[config.mk]
export PLATFORM = sky130hd
export DESIGN_NAME = serie_paralelo_rx
export DESIGN_NICKNAME = d
export VERILOG_FILES = /design/src/rtl/serie_paralelo_rx.sv
export SDC_FILE = /design/constraint.sdc
export NUM_CORES = 1
export LEC_CHECK = 0
export BUFFER_PORTS_ARGS = -buffer_cell sky130_fd_sc_hd__buf_4
export CORE_ASPECT_RATIO = 1.1
export CORE_UTILIZATION = 50
export CTS_BUF_LIST = sky130_fd_sc_hd__clkbuf_2
export DETAILED_ROUTE_END_ITERATION = 8
export HOLD_SLACK_MARGIN = 0.15
export PLACE_DENSITY = 0.7
export SLEW_MARGIN = 25
export SYNTH_ARGS = -nofsm -noshare
export SYNTH_HDL_FRONTEND = slang
export SYNTH_SLANG_ARGS = --single-unit
[constraint.sdc]
create_clock -name clk_32f -period 1.85 [get_ports clk_32f]
set_input_delay 0.37 -clock clk_32f [delete_from_list [all_inputs] [get_ports clk_32f]]
set_output_delay 0.37 -clock clk_32f [all_outputs]
set_load 0.02 [all_outputs]
[src/rtl/serie_paralelo_rx.sv]
// Serial-to-parallel receiver: finds byte alignment on COM symbols, goes ACTIVE after
// N_COM consecutive aligned COMs, then emits one byte per 8 clocks.
module serie_paralelo_rx #(
    parameter logic [7:0]  COM   = 8'hBC,
    parameter logic [7:0]  IDL   = 8'h7C,
    parameter int unsigned N_COM = 4
) (
    input  logic       clk_32f,
    input  logic       reset_L,
    input  logic       data_in,
    output logic [7:0] data_out,
    output logic       valid_out,
    output logic       byte_tick,
    output logic       active
);

    localparam int unsigned CW = (N_COM < 2) ? 1 : $clog2(N_COM + 1);

    typedef enum logic [1:0] {
        StHunt,
        StAlign,
        StActive
    } state_t;

    state_t          state;
    logic [6:0]      sr;
    logic [2:0]      bit_cnt;
    logic [CW-1:0]   com_cnt;
    logic [7:0]      w;
    logic            is_com;
    logic            last_com;

    // Only the 7 older bits need storing; the current line bit completes the window.
    assign w        = {sr, data_in};
    assign is_com   = (w == COM);
    assign last_com = ((32'(com_cnt) + 32'd1) == N_COM);

    always_ff @(posedge clk_32f or negedge reset_L) begin
        if (!reset_L) begin
            state     <= StHunt;
            sr        <= '0;
            bit_cnt   <= '0;
            com_cnt   <= '0;
            data_out  <= '0;
            valid_out <= 1'b0;
            byte_tick <= 1'b0;
            active    <= 1'b0;
        end else begin
            sr        <= w[6:0];
            byte_tick <= 1'b0;
            case (state)
                StHunt: begin
                    bit_cnt <= '0;
                    if (is_com) begin
                        com_cnt <= CW'(1);
                        if (N_COM == 1) begin
                            state  <= StActive;
                            active <= 1'b1;
                        end else begin
                            state <= StAlign;
                        end
                    end
                end
                StAlign: begin
                    bit_cnt <= bit_cnt + 3'd1;
                    if (bit_cnt == 3'd7) begin
                        if (is_com && last_com) begin
                            state   <= StActive;
                            active  <= 1'b1;
                            com_cnt <= CW'(N_COM);
                        end else if (is_com) begin
                            com_cnt <= com_cnt + CW'(1);
                        end else begin
                            // A COM straddling a non-boundary does not count; rehunt bitwise.
                            state   <= StHunt;
                            com_cnt <= '0;
                        end
                    end
                end
                StActive: begin
                    bit_cnt <= bit_cnt + 3'd1;
                    if (bit_cnt == 3'd7) begin
                        data_out  <= w;
                        valid_out <= !is_com && (w != IDL);
                        byte_tick <= 1'b1;
                    end
                end
                default: begin
                    state <= StHunt;
                end
            endcase
        end
    end

endmodule

==> impl_metrics.yaml <==
run_status:
  status: "finished clean"
die:
  ios: 14
  start_util: 0.555
  die_y_um: 52.5
  die_x_um: 47.9
  core_um2: 2080
  die_area_um2: 2510
  rows: 17
finish:
  drive_gt1_frac: 0.303
  layout.nets: 121
  syn_to_final_growth_pct: 17.0
  final_cell_count_no_fill: 137
  layout_common_cells: "dfrtp_1 (26), buf_4 (14), nand2_1 (10)"
  antennaDiodeCount: 0
  fillers: 178
  final_common_cell: "dfrtp_1"
clocking:
  cts_sinks: 26
  cts_tree: "yes"
  cts_resized: 0
  insertion_delay_ps: 330
  cts_buffers: 3
  hold_buffers: 1
  cts_setup_buffers: 0
  clockRootBuffer: "clkbuf_2"
  cts_buffer_depth: 2
  htreeDepth: 1
  cts.clk_slew.worst_paths_ps: 240
worst_setup_path:
  timing.rr.start: "bit_cnt[0]"
  cp_slowest_cell: "dlygate4sd3_1"
  rr_endpoint: "state[0]"
  r2r_cells: 6
  crit_buf_inv: 2
  cpPeakStageDelay_ps: 530
  ff2ff_setup_slack_ps: 110
  endpoint_kind: "flip-flop"
  path_max_fanout: 4
  path_class: "input port to flip-flop"
  path_cells: "dlygate4sd3_1 -> buf_4 -> nor4b_4 -> a21boi_2 -> a311oi_2 -> mux2_4"
  cp_data_arrival_time_ps: 2070
  crit_family: "buffers and inverters"
  cp.required_ps: 2100
  start_kind: "input port"
timing:
  rsz0062_at_grt: "false"
  skew_ps: 10.3
  fin_setup_tns_ps: 0
  worst_slew_pin_slew_ps: 423
  period_minus_slack_ps: 1820
  finalMaxSlewViolations: 0
  finalHoldViolCount: 0
  fmax_mhz: 549
  final-setup-viol-count: 0
  period_share: 0.984
  slew_headroom: 0.717
place:
  gp_congestion: 0.796
  dpl.cell_count: 131
  port_buffers: 13
  place_hpwl_mm: 1.33
hold_path:
  hold_path_end: "sr[5]"
  min_from: "sr[4]"
  hold_depth: 0
  hold_path_class: "flip-flop to flip-flop"
global_routing:
  track_usage: 0.165
  grt_pass1_wl_mm: 2.90
  first_global_vias: 652
  grt-ovfl-total: 0
  antenna_found_initial: 0
  grt_max_degree: 27
synthesis:
  synth.area.top_cells: "dfrtp_1 (56%), ha_1 (8.6%), mux2_2 (7.8%), nand2_1 (3.2%), nor4b_4 (2.1%)"
  synth_warnings: 0
  syn_avg_cell_area_um2: 12.7
  syn_inst: 91
  netlist-cell-type-count: 30
  synth_edf_count: 0
  yosys.area.top_type: "dfrtp_1"
  synth_top_area_share: 0.562
  async_reset_ff_frac: 1.00
  syn_area_um2: 1160
  seq_area_frac_synth: 0.562
  synth_fp_nets: 102
  synth-main-ff-cell: "dfrtp_1"
  ys_seq_elements: 26
routing:
  avgRoutedWirePerCell_um: 13.4
  drc: 0
  routed_wl_mm: 1.83
  vias: 718
  drt-initial-drc-count: 3
  ant_nets: 0
  routed_via_density: 5.24
  drt_first_pass_iters: 2
flow_run:
  maxCapViolCount: 0
power:
  ir_drop_mv: 0.596
  p_per_area_nw_per_um2: 951
  p_leak_uw: 0.000674
  fin_total_pwr_uw: 1290
[area by class of cell]
class	count	area, um^2	area share
clock buffer	3	15.0	0.0111
clock inverter	1	30.0	0.0222
inverter	6	22.5	0.0166
multi-input combinational	57	475	0.351
sequential	26	651	0.481
tap	28	35.0	0.0259
timing repair buffer	16	125	0.0924
[stage by stage]
step           cell area [um^2]   util  setup WS (ps)  hold slack, ps
2_1_floorplan              1160      -            197            74.4
3_3_place_gp               1290  0.618            188             288
3_5_place_dp               1290  0.618            132             290
4_1_cts                    1340  0.645            112             158
5_1_grt                    1350  0.649           16.2             450
6_report                   1350  0.649           28.8             432
[layer usage]
layer | wire length [um] | up-vias | global-route usage
met5 | 0 | - | 0
met1 | 918 | 351 | 0.234
met3 | 30 | 2 | 0.0207
li1 | - | 358 | -
met4 | 16 | 0 | 0.0556
met2 | 868 | 7 | 0.257
[report_power, final]
| group | switching, uW | internal, uW |
|---|---|---|
| logic | 148 | 137 |
| clock network | 160 | 186 |
| registers | 40.5 | 615 |
[cells by family after synthesis]
group	after synthesis	synth area share
adder cells (fa/ha/maj)	8	0.0865
buffers and inverters	8	0.0270
multiplexers	9	0.0908
AND/OR/NAND/NOR	20	0.103
XOR/XNOR	1	0.00757
flip-flops	26	0.562
AO/OA/AOI/OAI	19	0.123
[Yosys cell counts (2+ instances only)]
cell type  number
dfrtp_1        26
nand2_1        10
ha_1            8
mux2_2          8
inv_1           6
o21ai_0         4
a21o_1          2
a22o_1          2
a31oi_1         2
nor2_1          2
o21bai_1        2
[worst max path at each step]
stage                          start     endpoint  slack (ps)  cells past startpoint
after floorplan           bit_cnt[0]  data_out[0]         200                      5
after global placement    bit_cnt[0]     state[0]         190                      6
after detailed placement  bit_cnt[0]     state[0]         130                      6
after CTS                 bit_cnt[0]     state[0]         110                      6
after global routing         data_in     state[0]          20                      6
final                        data_in     state[0]          30                      6
[flip-flops by register name, indices dropped and copies added, names as in the netlist]
name       cells
sr             7
byte_tick      1
com_cnt        3
state          2
valid_out      1
active         1
bit_cnt        3
data_out       8
Note: power is estimated with default switching activity, not from simulation.
